==> config.mk <==
export PLATFORM = sky130hd
export DESIGN_NAME = uart_tx_fifo_flat
export DESIGN_NICKNAME = d
export VERILOG_FILES = /design/src/rtl/uart_tx_fifo_if.sv /design/src/rtl/uart_tx_fifo.sv /design/src/flat_wrapper.sv
export SDC_FILE = /design/constraint.sdc
export NUM_CORES = 1
export LEC_CHECK = 0
export BUFFER_PORTS_ARGS = -buffer_cell sky130_fd_sc_hd__buf_2
export CORE_MARGIN = 4
export CORE_UTILIZATION = 55
export CTS_CLUSTER_SIZE = 25
export DETAILED_ROUTE_END_ITERATION = 7
export PLACE_DENSITY = 0.78
export SKIP_CTS_REPAIR_TIMING = 1
export SLEW_MARGIN = 20
export SYNTH_ARGS = -nofsm -noshare
export SYNTH_HDL_FRONTEND = slang
export SYNTH_SLANG_ARGS = --single-unit
==> constraint.sdc <==
create_clock -name clk -period 3.15 [get_ports clk]
set_clock_uncertainty 0.15 [all_clocks]
set_input_delay 0.945 -clock clk [delete_from_list [all_inputs] [get_ports clk]]
set_output_delay 0.945 -clock clk [all_outputs]
set_load 0.1 [all_outputs]
==> src/rtl/uart_tx_fifo_if.sv <==
// uart_tx_fifo_if
//   Host-side bundle for the FIFO-buffered UART transmitter.
//   Signals:
//     wr_en       host -> tx   push din into the FIFO this cycle
//     din[7:0]    host -> tx   byte to transmit
//     tx          tx -> host   serial line, idle high
//     tx_busy     tx -> host   a frame is on the line
//     fifo_full   tx -> host   FIFO holds DEPTH entries
//     fifo_empty  tx -> host   FIFO holds no entries
//     fifo_count  tx -> host   entries currently stored
//   Modports: master = host logic, slave = the transmitter.
interface uart_tx_fifo_if #(
  parameter int DEPTH = 16
);
  localparam int CW = $clog2(DEPTH) + 1;

  logic          wr_en;
  logic [7:0]    din;
  logic          tx;
  logic          tx_busy;
  logic          fifo_full;
  logic          fifo_empty;
  logic [CW-1:0] fifo_count;

  modport master (
    output wr_en, din,
    input  tx, tx_busy, fifo_full, fifo_empty, fifo_count
  );

  modport slave (
    input  wr_en, din,
    output tx, tx_busy, fifo_full, fifo_empty, fifo_count
  );
endinterface

==> src/rtl/uart_tx_fifo.sv <==
// uart_tx_fifo
//   FIFO-buffered 8N1 UART transmitter, LSB first. Host bytes are queued in
//   an internal DEPTH-entry FIFO and serialised one frame at a time.
//   Ports:
//     clk   system clock, rising edge
//     rst   synchronous active-high reset
//     bus   uart_tx_fifo_if.slave (wr_en, din, tx, tx_busy, fifo_full,
//           fifo_empty, fifo_count)
//   Parameters: CLK_FREQ (Hz), BAUD_RATE (bit/s), DEPTH (power of 2, >= 2).
module uart_tx_fifo #(
  parameter int CLK_FREQ  = 50000000,
  parameter int BAUD_RATE = 9600,
  parameter int DEPTH     = 16
) (
  input  logic          clk,
  input  logic          rst,
  uart_tx_fifo_if.slave bus
);

  localparam int BAUD_TICK = CLK_FREQ / BAUD_RATE;
  localparam int CNT_W     = (BAUD_TICK > 1) ? $clog2(BAUD_TICK) : 1;
  localparam int PTR_W     = $clog2(DEPTH);
  localparam int CW        = PTR_W + 1;

  localparam logic [CNT_W-1:0] BAUD_LAST = CNT_W'(BAUD_TICK - 1);
  localparam logic [CW-1:0]    COUNT_MAX = CW'(DEPTH);

  typedef enum logic [1:0] {
    IDLE  = 2'd0,
    START = 2'd1,
    DATA  = 2'd2,
    STOP  = 2'd3
  } state_t;

  // ---------------------------------------------------------------- FIFO
  logic [7:0]       mem [DEPTH];
  logic [PTR_W-1:0] wr_ptr_reg;
  logic [PTR_W-1:0] rd_ptr_reg;
  logic [CW-1:0]    count_reg;
  logic [CW-1:0]    count_next;
  logic             full_reg;
  logic             empty_reg;
  logic             push;
  logic             pop;

  // ----------------------------------------------------------------- FSM
  state_t           state_reg;
  logic [CNT_W-1:0] baud_cnt_reg;
  logic [2:0]       bit_idx_reg;
  logic [7:0]       shift_reg;
  logic             tx_reg;
  logic             busy_reg;
  logic             bit_end;

  // The registered full flag gates writes, so a write while full is lost
  // even if the FSM frees a slot in the same cycle.
  assign push    = bus.wr_en & ~full_reg;
  // The FSM pops exactly when it leaves IDLE with data available.
  assign pop     = (state_reg == IDLE) & ~empty_reg;
  assign bit_end = (baud_cnt_reg == BAUD_LAST);

  always_comb begin
    count_next = count_reg;
    unique case ({push, pop})
      2'b10:   count_next = count_reg + CW'(1);
      2'b01:   count_next = count_reg - CW'(1);
      default: count_next = count_reg;
    endcase
  end

  // Storage has no reset: discarding contents is done by the pointers.
  always_ff @(posedge clk) begin
    if (push) begin
      mem[wr_ptr_reg] <= bus.din;
    end
  end

  always_ff @(posedge clk) begin
    if (rst) begin
      wr_ptr_reg <= '0;
      rd_ptr_reg <= '0;
      count_reg  <= '0;
      full_reg   <= 1'b0;
      empty_reg  <= 1'b1;
    end else begin
      // Pointers are PTR_W wide, so DEPTH being a power of 2 gives the wrap.
      if (push) begin
        wr_ptr_reg <= wr_ptr_reg + PTR_W'(1);
      end
      if (pop) begin
        rd_ptr_reg <= rd_ptr_reg + PTR_W'(1);
      end
      count_reg <= count_next;
      full_reg  <= (count_next == COUNT_MAX);
      empty_reg <= (count_next == '0);
    end
  end

  // Line level follows the state held during the previous cycle, so tx
  // lags the state register by one clock: pop at n+1, start bit at n+2.
  always_ff @(posedge clk) begin
    if (rst) begin
      state_reg    <= IDLE;
      baud_cnt_reg <= '0;
      bit_idx_reg  <= '0;
      shift_reg    <= '0;
      tx_reg       <= 1'b1;
      busy_reg     <= 1'b0;
    end else begin
      unique case (state_reg)
        START:   tx_reg <= 1'b0;
        DATA:    tx_reg <= shift_reg[0];
        default: tx_reg <= 1'b1;
      endcase

      unique case (state_reg)
        IDLE: begin
          baud_cnt_reg <= '0;
          if (!empty_reg) begin
            // Registered read of the FIFO head; the byte leaves the FIFO
            // here, before its start bit goes out.
            shift_reg   <= mem[rd_ptr_reg];
            bit_idx_reg <= '0;
            busy_reg    <= 1'b1;
            state_reg   <= START;
          end
        end

        START: begin
          if (bit_end) begin
            baud_cnt_reg <= '0;
            state_reg    <= DATA;
          end else begin
            baud_cnt_reg <= baud_cnt_reg + CNT_W'(1);
          end
        end

        DATA: begin
          if (bit_end) begin
            baud_cnt_reg <= '0;
            shift_reg    <= {1'b0, shift_reg[7:1]};
            bit_idx_reg  <= bit_idx_reg + 3'd1;
            if (bit_idx_reg == 3'd7) begin
              state_reg <= STOP;
            end
          end else begin
            baud_cnt_reg <= baud_cnt_reg + CNT_W'(1);
          end
        end

        STOP: begin
          if (bit_end) begin
            baud_cnt_reg <= '0;
            busy_reg     <= 1'b0;
            state_reg    <= IDLE;
          end else begin
            baud_cnt_reg <= baud_cnt_reg + CNT_W'(1);
          end
        end

        default: begin
          state_reg <= IDLE;
        end
      endcase
    end
  end

  assign bus.tx         = tx_reg;
  assign bus.tx_busy    = busy_reg;
  assign bus.fifo_full  = full_reg;
  assign bus.fifo_empty = empty_reg;
  assign bus.fifo_count = count_reg;

endmodule

==> src/flat_wrapper.sv <==
// flat-port wrapper written by rule: the top's interface ports become plain ports
module uart_tx_fifo_flat 
#(
  parameter int CLK_FREQ  = 50000000,
  parameter int BAUD_RATE = 9600,
  parameter int DEPTH     = 16
)
  (clk, rst, bus_wr_en, bus_din, bus_tx, bus_tx_busy, bus_fifo_full, bus_fifo_empty, bus_fifo_count);
  uart_tx_fifo_if #(.DEPTH(DEPTH)) bus_i ();
  input  logic clk;
  input  logic rst;
  input wire logic [$bits(bus_i.wr_en)-1:0] bus_wr_en;
  input wire logic [$bits(bus_i.din)-1:0] bus_din;
  output wire logic [$bits(bus_i.tx)-1:0] bus_tx;
  output wire logic [$bits(bus_i.tx_busy)-1:0] bus_tx_busy;
  output wire logic [$bits(bus_i.fifo_full)-1:0] bus_fifo_full;
  output wire logic [$bits(bus_i.fifo_empty)-1:0] bus_fifo_empty;
  output wire logic [$bits(bus_i.fifo_count)-1:0] bus_fifo_count;
  assign bus_i.wr_en = bus_wr_en;
  assign bus_i.din = bus_din;
  assign bus_tx = bus_i.tx;
  assign bus_tx_busy = bus_i.tx_busy;
  assign bus_fifo_full = bus_i.fifo_full;
  assign bus_fifo_empty = bus_i.fifo_empty;
  assign bus_fifo_count = bus_i.fifo_count;
  uart_tx_fifo #(.CLK_FREQ(CLK_FREQ), .BAUD_RATE(BAUD_RATE), .DEPTH(DEPTH)) u_core (.clk(clk), .rst(rst), .bus(bus_i));
endmodule
==> impl_metrics.json, run 1 <==
{
  "hp-class": "reg2reg",
  "antenna_found_initial": 0,
  "area_growth_pct": 13.16,
  "worst-path-buf-inv": 2,
  "setup_ws_ns": 0.3117,
  "worstPathCellList": "inv_1 -> ha_1 -> nand2b_1 -> clkinv_1 -> nand2_1 -> xnor2_1 -> ha_1 -> a21oi_1 -> a21boi_0 -> nor3_1 -> nor3_1 -> o31ai_1",
  "clock.fmax_mhz": 352.3,
  "internal-power_mw": 4.400,
  "cap_violations": 0,
  "syn_nets": 482,
  "cp_slowest_cell": "dfxtp_1",
  "yosysTopAreaCell": "edfxtp_1",
  "first_pass_iters": 4,
  "outcome": "completed",
  "synth.top_cell.area_share_pct": 53.82,
  "worst_ep_required_time_ns": 3.29,
  "fin_setup_tns_ns": 0,
  "rsz0062_at_grt": "false",
  "path_max_fanout": 9,
  "pwr-share-clk_pct": 31.7,
  "dr.first_iter.drc_count": 272,
  "grt_first_pass_wirelength_um": 21250,
  "antenna_left": 0,
  "dieWidth_um": 122.0,
  "slew_viol_final": 0,
  "cts_buffer_depth": 2,
  "cpPeakStageDelay_ns": 0.37,
  "swShare_pct": 30.80,
  "power.leakage_nw": 2.669,
  "dp_hpwl_um": 8315,
  "synth-edff-count": 128,
  "clock_sinks": 175,
  "p_sw_mw": 1.959,
  "ys_types": 50,
  "finalHoldViolCount": 0,
  "wl_per_cell_um": 18.96,
  "nFillCells": 899,
  "via_per_inst": 5.744,
  "power.total_mw": 6.359,
  "start_util_pct": 56.36,
  "synth.avg_cell_area_sq_um": 15.66,
  "grt_pass1_vias": 3949,
  "finalWirelength_um": 12800,
  "portBuffers": 19,
  "ios": 20,
  "yosys_warnings": 0,
  "die_y_um": 122.0,
  "grt_max_degree": 33,
  "place_ws_ns": 0.08488,
  "finalCritPeriodShare_pct": 90.10,
  "cts_tree": "built",
  "tightest_slew_ns": 0.7740,
  "coreArea_sq_um": 12670,
  "layout_min_cycle_time_ns": 2.838,
  "diodes": 0,
  "max_slew_margin_pct": 48.40,
  "final_layout_size_suffix_gt1_share_pct": 22.86,
  "netlist_area_sq_um": 7142,
  "finalSetupViolCount": 0,
  "grt.overflow.total": 0,
  "final_common_cell": "edfxtp_1",
  "die-area_sq_um": 14870,
  "dr_total_vias": 3877,
  "clkTransAtPathRegs_ns": 0.06,
  "synth_area_leaders": "edfxtp_1, dfxtp_1, mux4_2",
  "drc_errors": 0,
  "endpoint_kind": "flop",
  "clk_root_buffer_cell": "clkbuf_16",
  "power_density_nw_per_um2": 786.9,
  "rows": 41,
  "ys_async_sr_fraction_pct": 0,
  "seqPwrFrac_pct": 43.1,
  "setup.worst_path.class": "reg2reg",
  "ys.flop_type": "edfxtp_1",
  "combinationalPowerShare_pct": 25.2,
  "largest_reg_flops": 128,
  "ir_drop_v": 0.0005110,
  "regArea_sq_um": 4786,
  "numCtsBuffers": 17,
  "crit_arrival_ns": 2.98,
  "seq_area_frac_synth_pct": 66.99,
  "crit_family": "simple AND/OR/NAND/NOR gates",
  "synthCells": 456,
  "insertion_delay_ns": 0.43,
  "cts_max_level": 4,
  "final_nets": 516,
  "startpoint_type": "flop",
  "mostFrequentLayoutCells": "edfxtp_1, dfxtp_1, nor2_1",
  "synth-seq-cells": 175,
  "track_usage_pct": 19.59,
  "multiInputGateArea_sq_um": 2211,
  "gp_congestion": 0.8283
}
[area by class of cell]
type,instances,area share [%]
Timing Repair Buffer,39,3.189
Clock buffer,18,5.310
Sequential cell,175,59.22
Inverter,11,0.5109
Multi-Input combinational cell,246,27.36
Tap cell,172,2.663
Clock inverter,14,1.750
[power by group through the flow]
stage               Sequential (mW)  Clock [mW]  Combinational, mW
floorplan                      3.04           0               1.04
global placement               2.78           0               1.55
detailed placement             2.79           0               1.61
CTS                            2.74        2.05               1.62
global route                   2.76        2.16               1.77
finish                         2.74        2.02               1.60
[through the flow]
stage	hold WS (ns)	cell area, sq um	std cells	utilization, %
CTS	0.3110	8082	675	63.78
finish	0.3134	8082	675	63.78
floorplan	0.2675	7142	456	-
global placement	0.2775	7511	643	59.28
global route	0.3304	8082	675	63.78
detailed placement	0.2914	7511	643	59.28
[synthesized netlist by cell type (7+ instances only)]
| master | instances |
|---|---|
| edfxtp_1 | 128 |
| dfxtp_1 | 47 |
| nor2_1 | 43 |
| mux4_2 | 39 |
| a21oi_1 | 21 |
| nand2_1 | 20 |
| ha_1 | 15 |
| clkbuf_1 | 13 |
| o21ai_0 | 11 |
| xor2_1 | 11 |
| inv_1 | 10 |
| mux2i_1 | 10 |
| xnor2_1 | 10 |
| nor3_1 | 8 |
| nand2b_1 | 7 |
[routing by layer]
layer / wire [um] / vias up / GRT usage [%]
met5: 0 / - / 0
li1: - / 1812 / -
met3: 656 / 20 / 5.060
met1: 5464 / 1948 / 25.85
met4: 255 / 0 / 8.123
met2: 6422 / 97 / 31.32
[kinds of logic (layout without fill, tap and decap cells)]
group,Yosys count,in the layout,synth area share [%]
XOR/XNOR,21,21,2.575
multiplexers,50,50,13.86
AO/OA/AOI/OAI,50,50,4.345
AND/OR/NAND/NOR,110,110,7.551
buffers and inverters,35,82,2.050
flip-flops,175,175,66.99
adder cells (fa/ha/maj),15,15,2.628
[path summary, 6_finish.rpt]
check | cells past startpoint | from | endpoint | slack (ns)
setup reg to reg | 12 | u_core.state_reg[0] | u_core.bus.fifo_empty | 0.31
setup / recovery | 12 | u_core.state_reg[0] | u_core.bus.fifo_empty | 0.31
hold reg to reg | 1 | u_core.baud_cnt_reg[0] | u_core.baud_cnt_reg[0] | 0.31
hold / removal | 1 | u_core.baud_cnt_reg[0] | u_core.baud_cnt_reg[0] | 0.31
Power figures use the tool's default switching activity.
==> run 2: changes to the inputs <==
--- a/config.mk
+++ b/config.mk
@@ -5,14 +5,13 @@
 export SDC_FILE = /design/constraint.sdc
 export NUM_CORES = 1
 export LEC_CHECK = 0
-export BUFFER_PORTS_ARGS = -buffer_cell sky130_fd_sc_hd__buf_2
 export CORE_MARGIN = 4
 export CORE_UTILIZATION = 55
 export CTS_CLUSTER_SIZE = 25
 export DETAILED_ROUTE_END_ITERATION = 7
-export PLACE_DENSITY = 0.78
+export DONT_BUFFER_PORTS = 1
+export PLACE_DENSITY = 0.76
 export SKIP_CTS_REPAIR_TIMING = 1
-export SLEW_MARGIN = 20
 export SYNTH_ARGS = -nofsm -noshare
 export SYNTH_HDL_FRONTEND = slang
 export SYNTH_SLANG_ARGS = --single-unit
==> constraint.sdc (replaced) <==
create_clock -name clk -period 3.15 [get_ports clk]
set_clock_uncertainty 0.15 [all_clocks]
set_input_delay 0.1575 -clock clk [delete_from_list [all_inputs] [get_ports clk]]
set_output_delay 0.1575 -clock clk [all_outputs]
set_load 0.1 [all_outputs]
==> run 2 against run 1 <==
Against the previous run:
- routed wire length up 3.8%
- worst setup slack worse by 0.11 ns
- first-iteration DRC count up 19%
- register-to-register slack worse by 0.11 ns
- cell area down 0.34%
- fmax down 3.9%
- critical path depth unchanged
- count of clock-buffer cells in the layout up 1
- power up 0.79%
- global-route usage about the same
- non-clock buffer count down 14
- critical path type unchanged
==> impl_metrics.json, run 2 (synthesis results as in run 1) <==
{
  "outcome": "completed",
  "final_nets": 502,
  "dp_hpwl_um": 8603,
  "swShare_pct": 30.97,
  "pwr-share-clk_pct": 31.4,
  "internal-power_mw": 4.424,
  "routed-wl-met2_um": 6756,
  "clk_root_buffer_cell": "clkbuf_16",
  "diodes": 0,
  "endpoint_kind": "flop",
  "hp-class": "in2reg",
  "dr_total_vias": 3836,
  "wl_per_cell_um": 20.10,
  "cts_max_level": 4,
  "routed-wl-met3_um": 640,
  "finalCritPeriodShare_pct": 93.75,
  "clock.fmax_mhz": 338.6,
  "finalSetupViolCount": 0,
  "path_max_fanout": 9,
  "holdPathStages": 4,
  "dpl-instance-area_sq_um": 7386,
  "antenna_found_initial": 0,
  "die_y_um": 122.0,
  "fin_area_sq_um": 8054,
  "start_util_pct": 56.36,
  "cts_buffer_depth": 2,
  "coreArea_sq_um": 12670,
  "portBuffers": 0,
  "p_sw_mw": 1.985,
  "power_density_nw_per_um2": 795.8,
  "max_slew_margin_pct": 32.92,
  "ir_drop_v": 0.0008189,
  "wl_met1_um": 5645,
  "top_layer": "met4",
  "first_pass_iters": 5,
  "r2r_slack_ns": 0.20,
  "final_layout_size_suffix_gt1_share_pct": 19.02,
  "mostFrequentLayoutCells": "edfxtp_1, dfxtp_1, nor2_1",
  "seqPwrFrac_pct": 43.1,
  "area_growth_pct": 12.77,
  "grt_max_degree": 33,
  "timing.rr.end": "u_core.bus.fifo_full",
  "drc_errors": 0,
  "via_per_inst": 5.803,
  "worstReg2RegStart": "u_core.state_reg[0]",
  "dieWidth_um": 122.0,
  "reg2regPathDepth": 12,
  "layout_min_cycle_time_ns": 2.953,
  "grt.overflow.total": 0,
  "power.total_mw": 6.409,
  "min_to": "u_core.wr_ptr_reg[1]",
  "dp.cells": 620,
  "largest_reg_flops": 128,
  "worst_ep_required_time_ns": 3.33,
  "antenna_left": 0,
  "insertion_delay_ns": 0.42,
  "grt_pass1_vias": 3941,
  "clkTransAtPathRegs_ns": 0.06,
  "startpoint_type": "flop",
  "crit_arrival_ns": 3.13,
  "combinationalPowerShare_pct": 25.5,
  "cap_violations": 0,
  "setup.worst_path.class": "reg2reg",
  "power.leakage_nw": 2.593,
  "numCtsBuffers": 17,
  "track_usage_pct": 19.59,
  "ios": 20,
  "tightest_slew_ns": 1.003,
  "die-area_sq_um": 14870,
  "slew_viol_final": 0,
  "min_from": "bus_wr_en",
  "stdcell_count": 661,
  "finalHoldViolCount": 0,
  "cts_tree": "built",
  "whs_ns": 0.06566,
  "clock_sinks": 175,
  "rows": 41,
  "finalWirelength_um": 13290,
  "final_common_cell": "edfxtp_1",
  "grt_first_pass_wirelength_um": 21430,
  "gp_congestion": 0.7979,
  "dr.first_iter.drc_count": 324,
  "final_util_pct": 63.56
}
[run 2: cell count changes in the layout (fill, tap and decap cells not counted), sizes merged]
cell         previous run  this run
dlygate4sd3             0         9
clkinvlp                2         4
clkbuf                 18        19
inv                    13        12
buf                    39        16
clkinv                  8         6
[run 2: how the worst max path moves through the flow]
stage                                  endpoint             startpoint  slack, ns
after CTS                  u_core.bus.fifo_full    u_core.state_reg[0]       0.05
final                      u_core.bus.fifo_full    u_core.state_reg[0]       0.20
after floorplan           u_core.bus.fifo_empty  u_core.bus.fifo_empty       0.13
after detailed placement  u_core.bus.fifo_empty    u_core.state_reg[0]       0.11
after global routing       u_core.bus.fifo_full    u_core.state_reg[0]     -0.001
after global placement    u_core.bus.fifo_empty    u_core.state_reg[0]       0.34
[run 2: layout make-up]
class | instances | area [sq um]
clock buffer | 19 | 432.9
clock inverter | 13 | 138.9
fill | 902 | 4617
inverter | 11 | 45.04
multi-input combinational | 246 | 2213
sequential | 175 | 4786
tap | 172 | 215.2
timing repair buffer | 25 | 222.7
[run 2: routing by layer]
| metal | global-route usage, % | vias up |
|---|---|---|
| met4 | 6.793 | 0 |
| met3 | 5.385 | 19 |
| li1 | - | 1774 |
| met1 | 25.48 | 1919 |
| met5 | 0 | - |
| met2 | 32.11 | 124 |
[run 2: stage by stage]
stage / setup TNS (ns) / setup WS, ns
after CTS: 0 / 0.05218
after global placement: 0 / 0.3406
after floorplan: 0 / 0.1318
after detailed placement: 0 / 0.1107
after global routing: -0.001489 / -0.001489
final: 0 / 0.1968
[run 2: critical path: stages, from the launching register on]
cell and delay, ns:
dfxtp_1 0.38, inv_1 0.10, ha_1 0.26, nand2b_2 0.19, clkinvlp_4 0.24, nand2_1 0.14
xnor2_1 0.08, ha_1 0.22, nor3b_1 0.27, o2111ai_1 0.18, a21oi_1 0.28, xnor2_1 0.15
nor4_1 0.22
[run 2: power by group through the flow]
stage | logic (mW) | clock network (mW) | registers [mW]
finish | 1.63 | 2.01 | 2.76
global placement | 1.53 | 0 | 2.80
detailed placement | 1.58 | 0 | 2.81
floorplan | 1.04 | 0 | 3.04
global route | 1.76 | 2.16 | 2.78
CTS | 1.59 | 2.05 | 2.76
